===== src/rtl/dmem_ctrl_if.sv =====
// Data-SRAM bus between dmem_ctrl (master) and the memory (slave): req/gnt + rvalid.
interface dmem_ctrl_if;
  logic        bus_req;
  logic        bus_we;
  logic [31:0] bus_addr;
  logic [31:0] bus_bwe;
  logic [31:0] bus_wdata;
  logic        bus_gnt;
  logic        bus_rvalid;
  logic [31:0] bus_rdata;

  modport master (
    output bus_req, bus_we, bus_addr, bus_bwe, bus_wdata,
    input  bus_gnt, bus_rvalid, bus_rdata
  );

  modport slave (
    input  bus_req, bus_we, bus_addr, bus_bwe, bus_wdata,
    output bus_gnt, bus_rvalid, bus_rdata
  );
endinterface


===== src/rtl/dmem_ctrl.sv =====
// Data-memory access controller: one LSU load/store at a time over a req/gnt + rvalid bus,
// stalling the pipeline until the access completes. Load data is right-justified by addr[1:0].
// Optional feature macro DMEM_TIMEOUT_EN: abort REQ/WAIT after TIMEOUT_CYCLES with a bus_err pulse.
module dmem_ctrl #(
  parameter int unsigned TIMEOUT_CYCLES = 255,
  parameter int unsigned TMO_W          = 8
) (
  input  logic        clk,
  input  logic        rst_n,
  input  logic        req_valid,
  input  logic        mem_wr_en,
  input  logic [31:0] mem_bit_wr_en,
  input  logic [31:0] mem_addr,
  input  logic [31:0] mem_wr_data,
  output logic        stall,
  output logic [31:0] rd_data,
  output logic        rd_valid,
  output logic        bus_err,
  dmem_ctrl_if.master bus
);

  localparam logic [1:0] S_IDLE = 2'd0;
  localparam logic [1:0] S_REQ  = 2'd1;
  localparam logic [1:0] S_WAIT = 2'd2;
  localparam logic [1:0] S_RESP = 2'd3;

  // Counter must be able to hold TIMEOUT_CYCLES
  if ((64'd1 << TMO_W) <= 64'(TIMEOUT_CYCLES)) begin : g_bad_cfg
    $error("dmem_ctrl: TMO_W too narrow for TIMEOUT_CYCLES");
  end

  logic [1:0]  state_q,   state_d;
  logic        we_q,      we_d;
  logic [31:0] addr_q,    addr_d;
  logic [31:0] bwe_q,     bwe_d;
  logic [31:0] wdata_q,   wdata_d;
  logic        bus_req_q, bus_req_d;
  logic [31:0] rd_data_q, rd_data_d;
  logic        rd_valid_q, rd_valid_d;
  logic        bus_err_q, bus_err_d;
`ifdef DMEM_TIMEOUT_EN
  logic [TMO_W-1:0] tmo_q, tmo_d;
  logic             tmo_hit;
  assign tmo_hit = (tmo_q == TMO_W'(TIMEOUT_CYCLES - 1));
`endif

  // Next-state and datapath updates for the access FSM
  always_comb begin
    state_d    = state_q;
    we_d       = we_q;
    addr_d     = addr_q;
    bwe_d      = bwe_q;
    wdata_d    = wdata_q;
    bus_req_d  = bus_req_q;
    rd_data_d  = rd_data_q;
    rd_valid_d = 1'b0;
    bus_err_d  = 1'b0;
    case (state_q)
      S_IDLE: begin
        if (req_valid) begin
          we_d      = mem_wr_en;
          addr_d    = mem_addr;
          bwe_d     = mem_wr_en ? mem_bit_wr_en : 32'h0;
          wdata_d   = mem_wr_data;
          bus_req_d = 1'b1;
          state_d   = S_REQ;
        end
      end
      S_REQ: begin
        if (bus.bus_gnt) begin
          bus_req_d = 1'b0;
          state_d   = we_q ? S_RESP : S_WAIT;
        end
`ifdef DMEM_TIMEOUT_EN
        else if (tmo_hit) begin
          bus_req_d  = 1'b0;
          bus_err_d  = 1'b1;
          rd_data_d  = 32'h0;
          rd_valid_d = ~we_q;
          state_d    = S_RESP;
        end
`endif
      end
      S_WAIT: begin
        if (bus.bus_rvalid) begin
          rd_data_d  = bus.bus_rdata >> {addr_q[1:0], 3'b000};
          rd_valid_d = 1'b1;
          state_d    = S_RESP;
        end
`ifdef DMEM_TIMEOUT_EN
        else if (tmo_hit) begin
          bus_err_d  = 1'b1;
          rd_data_d  = 32'h0;
          rd_valid_d = 1'b1;
          state_d    = S_RESP;
        end
`endif
      end
      default: begin
        state_d = S_IDLE;
      end
    endcase
`ifdef DMEM_TIMEOUT_EN
    tmo_d = TMO_W'(0);
    if ((state_d == state_q) && ((state_q == S_REQ) || (state_q == S_WAIT))) begin
      tmo_d = tmo_q + TMO_W'(1);
    end
`endif
  end

  // State and datapath registers, synchronous active-low reset
  always_ff @(posedge clk) begin
    if (!rst_n) begin
      state_q    <= S_IDLE;
      we_q       <= 1'b0;
      addr_q     <= 32'h0;
      bwe_q      <= 32'h0;
      wdata_q    <= 32'h0;
      bus_req_q  <= 1'b0;
      rd_data_q  <= 32'h0;
      rd_valid_q <= 1'b0;
      bus_err_q  <= 1'b0;
`ifdef DMEM_TIMEOUT_EN
      tmo_q      <= TMO_W'(0);
`endif
    end else begin
      state_q    <= state_d;
      we_q       <= we_d;
      addr_q     <= addr_d;
      bwe_q      <= bwe_d;
      wdata_q    <= wdata_d;
      bus_req_q  <= bus_req_d;
      rd_data_q  <= rd_data_d;
      rd_valid_q <= rd_valid_d;
      bus_err_q  <= bus_err_d;
`ifdef DMEM_TIMEOUT_EN
      tmo_q      <= tmo_d;
`endif
    end
  end

  // Stall covers the request cycle itself and drops in RESP
  assign stall         = req_valid & (state_q != S_RESP);
  assign rd_data       = rd_data_q;
  assign rd_valid      = rd_valid_q;
  assign bus_err       = bus_err_q;
  assign bus.bus_req   = bus_req_q;
  assign bus.bus_we    = we_q;
  assign bus.bus_addr  = {addr_q[31:2], 2'b00};
  assign bus.bus_bwe   = bwe_q;
  assign bus.bus_wdata = wdata_q;

endmodule


===== src/flat_wrapper.sv =====
// flat-port wrapper written by rule: the top's interface ports become plain ports
module dmem_ctrl_flat 
#(
  parameter int unsigned TIMEOUT_CYCLES = 255,
  parameter int unsigned TMO_W          = 8
)
  (clk, rst_n, req_valid, mem_wr_en, mem_bit_wr_en, mem_addr, mem_wr_data, stall, rd_data, rd_valid, bus_err, bus_bus_req, bus_bus_we, bus_bus_addr, bus_bus_bwe, bus_bus_wdata, bus_bus_gnt, bus_bus_rvalid, bus_bus_rdata);
  dmem_ctrl_if bus_i ();
  input  logic clk;
  input  logic rst_n;
  input  logic req_valid;
  input  logic mem_wr_en;
  input  logic [31:0] mem_bit_wr_en;
  input  logic [31:0] mem_addr;
  input  logic [31:0] mem_wr_data;
  output logic stall;
  output logic [31:0] rd_data;
  output logic rd_valid;
  output logic bus_err;
  output wire logic [$bits(bus_i.bus_req)-1:0] bus_bus_req;
  output wire logic [$bits(bus_i.bus_we)-1:0] bus_bus_we;
  output wire logic [$bits(bus_i.bus_addr)-1:0] bus_bus_addr;
  output wire logic [$bits(bus_i.bus_bwe)-1:0] bus_bus_bwe;
  output wire logic [$bits(bus_i.bus_wdata)-1:0] bus_bus_wdata;
  input wire logic [$bits(bus_i.bus_gnt)-1:0] bus_bus_gnt;
  input wire logic [$bits(bus_i.bus_rvalid)-1:0] bus_bus_rvalid;
  input wire logic [$bits(bus_i.bus_rdata)-1:0] bus_bus_rdata;
  assign bus_bus_req = bus_i.bus_req;
  assign bus_bus_we = bus_i.bus_we;
  assign bus_bus_addr = bus_i.bus_addr;
  assign bus_bus_bwe = bus_i.bus_bwe;
  assign bus_bus_wdata = bus_i.bus_wdata;
  assign bus_i.bus_gnt = bus_bus_gnt;
  assign bus_i.bus_rvalid = bus_bus_rvalid;
  assign bus_i.bus_rdata = bus_bus_rdata;
  dmem_ctrl #(.TIMEOUT_CYCLES(TIMEOUT_CYCLES), .TMO_W(TMO_W)) u_core (.clk(clk), .rst_n(rst_n), .req_valid(req_valid), .mem_wr_en(mem_wr_en), .mem_bit_wr_en(mem_bit_wr_en), .mem_addr(mem_addr), .mem_wr_data(mem_wr_data), .stall(stall), .rd_data(rd_data), .rd_valid(rd_valid), .bus_err(bus_err), .bus(bus_i));
endmodule

===== config.mk =====
export PLATFORM = sky130hd
export DESIGN_NAME = dmem_ctrl_flat
export DESIGN_NICKNAME = d
export VERILOG_FILES = /design/src/rtl/dmem_ctrl_if.sv /design/src/rtl/dmem_ctrl.sv /design/src/flat_wrapper.sv
export SDC_FILE = /design/constraint.sdc
export NUM_CORES = 1
export LEC_CHECK = 0
export BUFFER_PORTS_ARGS = -buffer_cell sky130_fd_sc_hd__buf_2
export CAP_MARGIN = 10
export CELL_PAD_IN_SITES_DETAIL_PLACEMENT = 1
export CELL_PAD_IN_SITES_GLOBAL_PLACEMENT = 2
export CORE_MARGIN = 2
export CORE_UTILIZATION = 28
export CTS_CLUSTER_SIZE = 28
export DETAILED_ROUTE_END_ITERATION = 10
export GPL_ROUTABILITY_DRIVEN = 0
export HOLD_SLACK_MARGIN = 0.15
export PLACE_DENSITY = 0.95
export SLEW_MARGIN = 20
export SYNTH_ARGS = -nofsm -noshare
export SYNTH_HDL_FRONTEND = slang
export SYNTH_SLANG_ARGS = --single-unit
export TNS_END_PERCENT = 50

===== constraint.sdc =====
create_clock -name clk -period 2.6 [get_ports clk]
set_input_delay 0.26 -clock clk [delete_from_list [all_inputs] [get_ports clk]]
set_output_delay 0.26 -clock clk [all_outputs]
set_load 0.02 [all_outputs]

==> results.md <==
- Clock Sinks: 133
- CTS tree: yes
- Site row count: 51
- CP Max Fanout: 35
- Sw Share: 34.9%
- I/O Pins: 267
- HP Start: bus_bus_rdata[1]
- Kind of critical path: reg -> reg
- Buf/Inv on CP: 2
- Final wirelength: 20,300 um
- Vias/cell: 4.55
- CTS Buffer Depth: 2
- Hold Path Class: in -> reg
- Register area share after synthesis: 47.4%
- Synth Area per Inst: 8.95 um2
- Pint: 4.64 mW
- Max IR drop VDD: 0.432 mV
- Hold Path Stages: 3
- Max frequency: 519 MHz
- Overall global routing resource usage: 18.8%
- Max Slew Vio Count: 0
- Post-synth EDFFs: 0
- Resized cells post-CTS: 0
- Critical Path, Cell by Cell: inv_1, ha_1, and2_4, buf_4, nand2_1, a21boi_0
- Pleak: 3.81 nW
- Relative slew slack: 59.4%
- Total number of yosys warnings: 0
- Logic pwr share: 29.9%
- First-pass GRT wire length: 32,100 um
- DIE WIDTH: 146 um
- Reg2Reg Depth: 6
- Clock Skew: 0.00853 ns
- Hold endpoint: u_core.rd_data[1]
- Routed Antenna Nets: 0
- Crit. End Element: flop
- CTS Root Cell: clkbuf_16
- Fillers: 2,335
- Setup tns final: 0 ns
- M1 wire length: 8540 um
- Mapped Cells: 628
- Vias in the first global route: 6,015
- Fin area: 8510 um2
- Largest net degree at the start of global routing: 57
- Power density over cell area: 837 nW/um2
- Post-synth top area cell: dfxtp_1
- Status: complete, no violations
- Drt wl/cell: 16.6 um
- Share of cells above drive strength 1: 32.4%
- Initial DRT Pass Iterations: 4
- CP max-delay cell: and2_4
- Tightest Pin Transition: 0.609 ns
- Synth top area share: 47.4%
- Vias: 5,552
- Final setup viols: 0
- DP HPWL: 12,800 um
- Area after DPL: 6860 um2
- FF-to-FF End: u_core.addr_q[15]
- Max cap viols: 0
- CTS H-tree depth: 4
- FF-to-FF setup slack: 0.67 ns
- Tcrit/Tclk final: 74.1%
- Top_reg_cell synth: dfxtp_1
- DRT iter0 DRCs: 214
- Sequential Power Share: 35.2%
- Clk pwr share: 34.8%
- Synthesized area: 5620 um2
- Worst Path Arrival: 2.25 ns
- RSZ-0062 raised after global routing: false
- Async set-reset flop share out of synthesis: 0%
- Critical Path Start Type: flop
- Cell with the most instances after synthesis: nand2_1
- Die Height: 146 um
- Count of input and output buffers: 263
- Drc violations: 0
- Initial cell density of the core: 28.7%
- Synth top area cells: dfxtp_1 47%, a21boi_0 13%, nand2_1 11%
- Grt ovf: 0
- DR WL met3: 1170 um
- CP required: 2.92 ns
- Endpoints failing hold: 0
- Commonest cells post-synth: 166 x nand2_1, 133 x dfxtp_1, 94 x a21boi_0
- Core area: 19,600 um2
- TritonCTS Buffers: 17
- Clk_lat worst skew: 0.41 ns
- Fin Hold WS: 0.179 ns
- Switching power: 2.49 mW
- Top sig layer: met4
- Nets@finish: 1,080
- Clock-pin transition on the worst setup and hold timing paths: 0.06 ns
- Initial antenna violation count: 2
- CP top delay family: simple AND/OR/NAND/NOR gates
- CP max stage delay: 0.46 ns
- Distinct cells, synth: 32
- Met2 wire length: 10,000 um
- Tmin final: 1.93 ns
- FF+latch count, synth: 133
- Synthesis-to-layout area growth: 51.6%
- Reg-to-reg critical path startpoint: u_core.state_q[0]
- Full die area: 21,200 um2
[worst register-to-register path: cells and delay by family, from the launching register on]
kind / cells / cell delay [ns]
AO/OA/AOI/OAI: 1 / 0.18
buffers and inverters: 2 / 0.47
AND/OR/NAND/NOR: 2 / 0.58
adder cells (fa/ha/maj): 1 / 0.26
flip-flops: 1 / 0.35
[metrics by stage]
stage	std cells	total power [mW]	util [%]	setup slack, ns
floorplan	630	3.97	-	1.01
global placement	1083	4.50	35.0	0.778
detailed placement	1083	4.55	35.0	0.676
CTS	1219	7.19	43.4	0.654
global route	1221	7.52	43.5	0.457
finish	1221	7.13	43.5	0.673
[power groups by stage]
| stage | combinational, mW | clock, mW | sequential (mW) |
|---|---|---|---|
| 6_report | 2.13 | 2.48 | 2.51 |
| 5_1_grt | 2.33 | 2.64 | 2.55 |
| 4_1_cts | 2.13 | 2.55 | 2.50 |
| 3_5_place_dp | 2.01 | 0 | 2.55 |
| 3_3_place_gp | 1.97 | 0 | 2.53 |
| 2_1_floorplan | 1.19 | 0 | 2.78 |
[how the worst max path moves through the flow]
stage                       from                 end  slack [ns]  cells past startpoint
6_report       u_core.state_q[0]   u_core.addr_q[15]        0.67                      6
5_1_grt        u_core.state_q[1]   u_core.addr_q[12]        0.46                      6
4_1_cts        u_core.state_q[0]   u_core.addr_q[19]        0.65                      6
3_5_place_dp   u_core.state_q[1]   u_core.addr_q[19]        0.68                      6
3_3_place_gp   u_core.state_q[0]    u_core.addr_q[9]        0.78                      6
2_1_floorplan  u_core.state_q[0]  u_core.rd_data[14]        1.01                      7
[state kept, by name, indices dropped and copies added, names as in the netlist]
register and flops:
u_core.state_q 2, u_core.bus.bus_we 1, u_core.addr_q 32, u_core.bus.bus_req 1
u_core.bus.bus_bwe 32, u_core.rd_valid 1, u_core.bus.bus_wdata 32, u_core.rd_data 32
[layout make-up]
class,count,area (um2),area share [%]
clock buffer,17,425,5.00
sequential,133,2660,31.3
tap,265,332,3.89
multi-input combinational,410,2450,28.8
antenna,2,5.00,0.0588
clock inverter,15,179,2.10
inverter,4,15.0,0.176
timing repair buffer,375,2440,28.7
[logic make-up (layout without fill, tap and decap cells)]
| group | after synthesis | after routing | synth area share [%] |
|---|---|---|---|
| flops | 133 | 133 | 47.4 |
| compound gates | 134 | 134 | 18.7 |
| simple gates | 242 | 242 | 18.8 |
| buf+inv | 87 | 411 | 9.29 |
| fa+ha+maj | 5 | 5 | 1.11 |
| mux | 26 | 26 | 4.63 |
| other cells | 1 | 5 | 0.0668 |
[metal layers]
layer / vias to the layer above / GRT usage, %
met5: - / 0
met4: 0 / 8.33
met1: 2632 / 22.0
li1: 2711 / -
met2: 179 / 32.0
met3: 30 / 5.24
[timing repair]
| action | in CTS | in global routing |
|---|---|---|
| hold buffers | 104 | 0 |
| buffers inserted | 0 | 0 |
| endpoints found under the hold margin | 106 | 0 |
[cell usage in the layout (no fill, tap or decap), drive strengths merged, types with 2 or more instances in the layout]
master / instances
a21boi: 98
a221o: 8
a22oi: 8
and2: 10
buf: 271
bufinv: 3
clkbuf: 17
clkinv: 5
clkinvlp: 4
conb: 3
dfxtp: 133
diode: 2
dlygate4sd3: 104
ha: 5
inv: 7
mux2i: 26
nand2: 167
nand3: 40
nand3b: 2
nor2: 8
nor2b: 9
o21a: 2
o221ai: 8
o2bb2ai: 8
Power figures use the tool's default switching activity.
